## config.mk

```make
export PLATFORM = sky130hd
export DESIGN_NAME = fp_apu_dispatcher
export DESIGN_NICKNAME = d
export VERILOG_FILES = /design/src/rtl/fp_apu_dispatcher.sv
export SDC_FILE = /design/constraint.sdc
export NUM_CORES = 1
export LEC_CHECK = 0
export BUFFER_PORTS_ARGS = -buffer_cell sky130_fd_sc_hd__buf_2
export CORE_UTILIZATION = 61
export DETAILED_ROUTE_END_ITERATION = 7
export GPL_TIMING_DRIVEN = 1
export HOLD_SLACK_MARGIN = 0.05
export MAX_ROUTING_LAYER = met4
export PLACE_DENSITY_LB_ADDON = 0.15
export SETUP_SLACK_MARGIN = 0.5
export SLEW_MARGIN = 20
export SYNTH_ARGS = -nofsm -noshare
export SYNTH_HDL_FRONTEND = slang
export SYNTH_SLANG_ARGS = --single-unit
```

## constraint.sdc

```tcl
create_clock -name clk_i -period 5.2 [get_ports clk_i]
set_input_delay 0.26 -clock clk_i [delete_from_list [all_inputs] [get_ports clk_i]]
set_output_delay 0.26 -clock clk_i [all_outputs]
set_load 0.01 [all_outputs]
```

## src/rtl/fp_apu_dispatcher.sv

```systemverilog
// FP op dispatcher: queues core FP ops, issues them to the FPU wrapper over req/gnt,
// and tags in-order results for writeback. Optional sticky flags: FP_DISPATCH_FFLAGS_EN.
//
// state | meaning
// IDLE  | nothing presented to the FPU
// REQ   | head entry presented; apu_req_o and payload held until apu_gnt_i
module fp_apu_dispatcher #(
    parameter int DEPTH   = 4,
    parameter int MAX_OUT = 2
) (
    input  logic        clk_i,
    input  logic        rst_i,
    input  logic        in_valid_i,
    output logic        in_ready_o,
    input  logic [95:0] in_operands_i,
    input  logic [5:0]  in_op_i,
    input  logic [2:0]  in_rnd_i,
    input  logic [4:0]  in_rd_i,
    input  logic        flush_i,
    output logic        apu_req_o,
    input  logic        apu_gnt_i,
    output logic [95:0] apu_operands_o,
    output logic [5:0]  apu_op_o,
    output logic [10:0] apu_flags_o,
    input  logic        apu_rvalid_i,
    input  logic [31:0] apu_rdata_i,
    input  logic [4:0]  apu_rflags_i,
    output logic        wb_valid_o,
    output logic [4:0]  wb_rd_o,
    output logic [31:0] wb_data_o,
    output logic [4:0]  wb_fflags_o,
    input  logic        fflags_clr_i,
    output logic [4:0]  fflags_o
);
    localparam int PW  = $clog2(DEPTH);
    localparam int CW  = $clog2(DEPTH) + 1;
    localparam int TPW = (MAX_OUT > 1) ? $clog2(MAX_OUT) : 1;
    localparam int TCW = $clog2(MAX_OUT) + 1;

    typedef struct packed {
        logic [95:0] operands;
        logic [5:0]  op;
        logic [2:0]  rnd;
        logic [4:0]  rd;
    } entry_t;

    typedef enum logic {S_IDLE, S_REQ} state_t;

    state_t          state_q, state_d;
    entry_t          fifo_q [DEPTH];
    logic [PW-1:0]   wr_ptr_q, wr_ptr_d, rd_ptr_q, rd_ptr_d;
    logic [CW-1:0]   count_q, count_d;
    logic [4:0]      tag_q [MAX_OUT];
    logic [TPW-1:0]  tag_wr_q, tag_wr_d, tag_rd_q, tag_rd_d;
    logic [TCW-1:0]  out_cnt_q, out_cnt_d;
    logic            wb_valid_q, wb_valid_d;
    logic [4:0]      wb_rd_q, wb_rd_d;
    logic [31:0]     wb_data_q, wb_data_d;
    logic [4:0]      wb_fflags_q, wb_fflags_d;

    entry_t in_entry, head;
    logic   full, push, issue;
    logic   tag_empty, rsp_tag_pop, rsp_bypass, rsp_accept, tag_push;
    logic   can_issue_next;

    function automatic logic [TPW-1:0] tag_inc(input logic [TPW-1:0] p);
        return (p == TPW'(MAX_OUT - 1)) ? '0 : p + 1'b1;
    endfunction

    assign in_entry    = '{operands: in_operands_i, op: in_op_i, rnd: in_rnd_i, rd: in_rd_i};
    assign head        = fifo_q[rd_ptr_q];
    assign full        = (count_q == CW'(DEPTH));
    assign in_ready_o  = !full && !flush_i;
    assign push        = in_valid_i && in_ready_o;
    assign issue       = apu_req_o && apu_gnt_i;
    assign tag_empty   = (out_cnt_q == '0);
    assign rsp_tag_pop = apu_rvalid_i && !tag_empty;
    // a result arriving in the very cycle of its own grant has no queued tag yet
    assign rsp_bypass  = apu_rvalid_i && tag_empty && issue;
    assign rsp_accept  = rsp_tag_pop || rsp_bypass;
    assign tag_push    = issue && !rsp_bypass;

    always_comb begin
        wr_ptr_d = wr_ptr_q;
        rd_ptr_d = rd_ptr_q;
        count_d  = count_q;
        if (issue) begin
            rd_ptr_d = rd_ptr_q + 1'b1;
        end
        if (flush_i) begin
            // an entry already presented to the FPU survives the flush
            if (apu_req_o && !issue) begin
                wr_ptr_d = rd_ptr_q + 1'b1;
                count_d  = CW'(1);
            end else begin
                wr_ptr_d = rd_ptr_d;
                count_d  = '0;
            end
        end else begin
            if (push) begin
                wr_ptr_d = wr_ptr_q + 1'b1;
            end
            count_d = count_q + CW'(push) - CW'(issue);
        end
    end

    always_comb begin
        tag_wr_d  = tag_wr_q;
        tag_rd_d  = tag_rd_q;
        if (tag_push) begin
            tag_wr_d = tag_inc(tag_wr_q);
        end
        if (rsp_tag_pop) begin
            tag_rd_d = tag_inc(tag_rd_q);
        end
        out_cnt_d = out_cnt_q + TCW'(tag_push) - TCW'(rsp_tag_pop);
    end

    always_comb begin
        wb_valid_d  = rsp_accept;
        wb_rd_d     = wb_rd_q;
        wb_data_d   = wb_data_q;
        wb_fflags_d = wb_fflags_q;
        if (rsp_accept) begin
            wb_rd_d     = rsp_tag_pop ? tag_q[tag_rd_q] : head.rd;
            wb_data_d   = apu_rdata_i;
            wb_fflags_d = apu_rflags_i;
        end
    end

    assign can_issue_next = (count_d != '0) && (out_cnt_d < TCW'(MAX_OUT));

    always_ff @(posedge clk_i) begin
        if (rst_i) begin
            state_q <= S_IDLE;
        end else begin
            state_q <= state_d;
        end
    end

    always_comb begin
        state_d = state_q;
        case (state_q)
            S_IDLE:  if (can_issue_next) state_d = S_REQ;
            S_REQ:   if (apu_gnt_i && !can_issue_next) state_d = S_IDLE;
            default: state_d = S_IDLE;
        endcase
    end

    always_comb begin
        apu_req_o = (state_q == S_REQ);
    end

    assign apu_operands_o = head.operands;
    assign apu_op_o       = head.op;
    assign apu_flags_o    = {2'b10, 6'b0, head.rnd};

    always_ff @(posedge clk_i) begin
        if (rst_i) begin
            wr_ptr_q    <= '0;
            rd_ptr_q    <= '0;
            count_q     <= '0;
            tag_wr_q    <= '0;
            tag_rd_q    <= '0;
            out_cnt_q   <= '0;
            wb_valid_q  <= 1'b0;
            wb_rd_q     <= '0;
            wb_data_q   <= '0;
            wb_fflags_q <= '0;
        end else begin
            wr_ptr_q    <= wr_ptr_d;
            rd_ptr_q    <= rd_ptr_d;
            count_q     <= count_d;
            tag_wr_q    <= tag_wr_d;
            tag_rd_q    <= tag_rd_d;
            out_cnt_q   <= out_cnt_d;
            wb_valid_q  <= wb_valid_d;
            wb_rd_q     <= wb_rd_d;
            wb_data_q   <= wb_data_d;
            wb_fflags_q <= wb_fflags_d;
        end
    end

    // storage arrays carry no reset; occupancy is tracked by the counters above
    always_ff @(posedge clk_i) begin
        if (push) begin
            fifo_q[wr_ptr_q] <= in_entry;
        end
        if (tag_push) begin
            tag_q[tag_wr_q] <= head.rd;
        end
    end

    assign wb_valid_o  = wb_valid_q;
    assign wb_rd_o     = wb_rd_q;
    assign wb_data_o   = wb_data_q;
    assign wb_fflags_o = wb_fflags_q;

`ifdef FP_DISPATCH_FFLAGS_EN
    logic [4:0] fflags_q, fflags_d;

    always_comb begin
        fflags_d = fflags_q;
        if (fflags_clr_i) begin
            fflags_d = '0;
        end else if (wb_valid_q) begin
            fflags_d = fflags_q | wb_fflags_q;
        end
    end

    always_ff @(posedge clk_i) begin
        if (rst_i) begin
            fflags_q <= '0;
        end else begin
            fflags_q <= fflags_d;
        end
    end

    assign fflags_o = fflags_q;
`else
    logic unused_fflags_clr;
    assign unused_fflags_clr = fflags_clr_i;
    assign fflags_o          = '0;
`endif

endmodule

```

==> metrics.csv <==
metric,value,unit
share of layout cells above drive strength 1,36.5,%
classification of the worst-slack hold path,input port to flop,
via count of the first global-routing pass,10287,
"commonest cells after routing, fill and taps aside","sky130_fd_sc_hd__edfxtp_1, sky130_fd_sc_hd__buf_2, sky130_fd_sc_hd__dlygate4sd3_1",
max-slew headroom at the worst pin,31.4,%
synthesized netlist cell count,994,
Fin Hold WS,0.148,ns
largest voltage drop on the vdd net,0.000285,V
remaining number of nets flagged by the antenna check after routing,0,
final-report setup violation count,0,
first-pass GRT wire length,57.1,mm
unrepaired setup endpoints after global routing,no,
final number of hold-violating endpoints,0,
wire length after detailed routing,37.2,mm
worst hold path stage count,3,
Max Clk Rate,321,MHz
Post-Synthesis Cell Area,0.0195,sq mm
crit path time final,3.12,ns
Critical Path Sink Type,output port,
Std-Cell Rows,65,
synthesis warning total,0,
worst endpoint data arrival time,2.86,ns
average routed wire per standard cell,20.7,um
setup slack at placement,2.57,ns
filler instances,1837,
Max Cap Viol,0,
Post-CTS Resized,0,
source-to-sink clock delay at the later pin of the worst-skew pair,0.55,ns
global-route congestion overflow total,0,
fraction of the yosys area taken by sequential cells,74.9,%
global-route usage over all layers,23.6,%
Detailed Routing Iterations Pass 1,7,
P&R area growth vs syn,20.6,%
number of slew-limit violations in the final report,0,
Mean Syn Cell Area,19.7,sq um
depth of the CTS H-tree,2,
"Reg clk slew, reported paths",0.06,ns
die outline area,0.0327,sq mm
power density cells,396,mW/mm^2
Worst Slack Setup Final,2.08,ns
# nets final,1514,
antenna violations before repair,2,
final cycle utilization of the critical path,59.9,%
Reg2Reg Depth,11,
number of different library cells in the post-synthesis netlist,43,
I/O pin cnt,317,
Vert. Die Dim,181,um
post-CTS setup-driven buffer insertion count,0,
clock sink count,506,
Worst Tran Pin Value,1.03,ns
Worst Setup Start Kind,flop,
final RePlAce weighted congestion,0.710,
async set-reset flop share out of synthesis,0,%
"Primary FF master, synth",sky130_fd_sc_hd__edfxtp_1,
hold buffers post-CTS,149,
Initial Util,61.9,%
clock tree root driver cell,sky130_fd_sc_hd__clkbuf_16,
"most common cell after layout, fill and taps aside",sky130_fd_sc_hd__edfxtp_1,
TritonCTS clock tree,built,
Max Fanout on Critical Path,41,
Die W,181,um
vias per cell,5.58,
setup tns final,0,ns
setup skew after layout,0.0196,ns
standby leakage power,8.22,nW
CTS Buf Count,49,
core area,0.0316,sq mm
worst setup path category,flop to output port,
maximum clock insertion buffer count,3,
run status,"finished, final reports clean",
data required time at the worst endpoint,4.94,ns
number of register bits inferred by synthesis,506,
IO buf count,302,
initial detailed-routing violation count,600,
pin count of the biggest net entering global routing,69,
number of enable flip-flop cells after synthesis,450,
HPWL Detailed,20.4,mm
DRC viols,0,
via count,10017,
==> where the power goes <==
group          switching, mW  internal (mW)  total, mW  leakage (nW)
sequential             0.125           4.65       4.77          4.54
clock                   1.41           1.87       3.28         0.749
combinational          0.671          0.607       1.28          2.93
total                   2.21           7.12       9.33          8.22
==> cells by family (layout without fill, tap and decap cells) <==
group / after synthesis / after routing / synth area share [%]
flops: 506 / 506 / 74.9
buf+inv: 182 / 567 / 6.30
compound gates: 103 / 103 / 2.94
simple gates: 75 / 75 / 2.12
xor+xnor: 7 / 7 / 0.384
fa+ha+maj: 9 / 9 / 0.615
mux: 110 / 110 / 12.7
other cells: 2 / 15 / 0.0384
==> synthesized netlist by cell type (3+ instances only) <==
cell                       instances  share of area (%)
sky130_fd_sc_hd__edfxtp_1        450                 69
sky130_fd_sc_hd__buf_4           122                4.7
sky130_fd_sc_hd__mux4_2          110                 13
sky130_fd_sc_hd__dfxtp_1          56                5.7
sky130_fd_sc_hd__o21ai_0          41                1.1
sky130_fd_sc_hd__a21oi_1          40                1.0
sky130_fd_sc_hd__nand3_1          39                1.0
sky130_fd_sc_hd__clkbuf_1         17               0.33
sky130_fd_sc_hd__buf_2            14               0.36
sky130_fd_sc_hd__inv_1            13               0.25
sky130_fd_sc_hd__buf_6             9               0.52
sky130_fd_sc_hd__ha_1              8               0.51
sky130_fd_sc_hd__nor2_1            7               0.13
sky130_fd_sc_hd__nand4_1           6               0.19
sky130_fd_sc_hd__a31oi_1           5               0.16
sky130_fd_sc_hd__and2_2            5               0.19
sky130_fd_sc_hd__nand2b_1          5               0.16
sky130_fd_sc_hd__o211ai_1          5               0.19
sky130_fd_sc_hd__clkbuf_2          4               0.10
sky130_fd_sc_hd__xor2_1            4               0.18
sky130_fd_sc_hd__nor3_1            3              0.077
sky130_fd_sc_hd__o21ai_1           3              0.077
==> final cells by class <==
| cell class | instances | area [sq um] | share of cell area (%) |
|---|---|---|---|
| multi-input cells | 317 | 3720 | 15.8 |
| repair buffers | 463 | 3130 | 13.3 |
| clock inverters | 26 | 125 | 0.531 |
| diodes | 2 | 5.00 | 0.0212 |
| well taps | 402 | 503 | 2.13 |
| inverters | 14 | 52.6 | 0.223 |
| flip-flops and latches | 506 | 14600 | 62.1 |
| clock buffers | 64 | 1380 | 5.86 |
==> flip-flops by register name (all words and copies together), names as in the netlist, named ones only <==
register,count
apu_req_o,1
count_q,3
fifo_q,440
out_cnt_q,2
rd_ptr_q,2
tag_q,10
tag_rd_q,1
tag_wr_q,1
wb_data_o,32
wb_fflags_o,5
wb_rd_o,5
wb_valid_o,1
wr_ptr_q,2
==> stage by stage <==
stage | instance area (sq um) | utilization [%] | total power, mW | instances
finish | 23600 | 74.7 | 9.33 | 1794
CTS | 23600 | 74.6 | 9.39 | 1792
global route | 23600 | 74.7 | 9.68 | 1794
floorplan | 19600 | - | 5.80 | 1005
detailed placement | 20600 | 65.2 | 6.04 | 1553
global placement | 20600 | 65.2 | 6.02 | 1553
==> worst paths after layout <==
path / from / to / slack (ns)
worst max-delay path: rd_ptr_q[0] / apu_operands_o[78] / 2.08
worst min-delay path: apu_gnt_i / count_q[0] / 0.15
worst max register to register: count_q[1] / apu_req_o / 2.58
worst min register to register: wb_fflags_o[4] / wb_fflags_o[4] / 0.47
==> worst max-delay path: stages (launching register included) <==
cell and delay [ns]:
sky130_fd_sc_hd__dfxtp_4 0.90, sky130_fd_sc_hd__buf_4 0.62, sky130_fd_sc_hd__mux4_2 0.61, sky130_fd_sc_hd__buf_2 0.17
==> per-layer routing <==
metal / track usage, % / up-vias / routed length, um
li1: - / 4549 / -
met1: 29.5 / 5048 / 14900
met2: 39.1 / 375 / 19000
met3: 5.76 / 45 / 2630
met4: 6.24 / 0 / 637
met5: - / - / 0
Power figures use the tool's default switching activity.
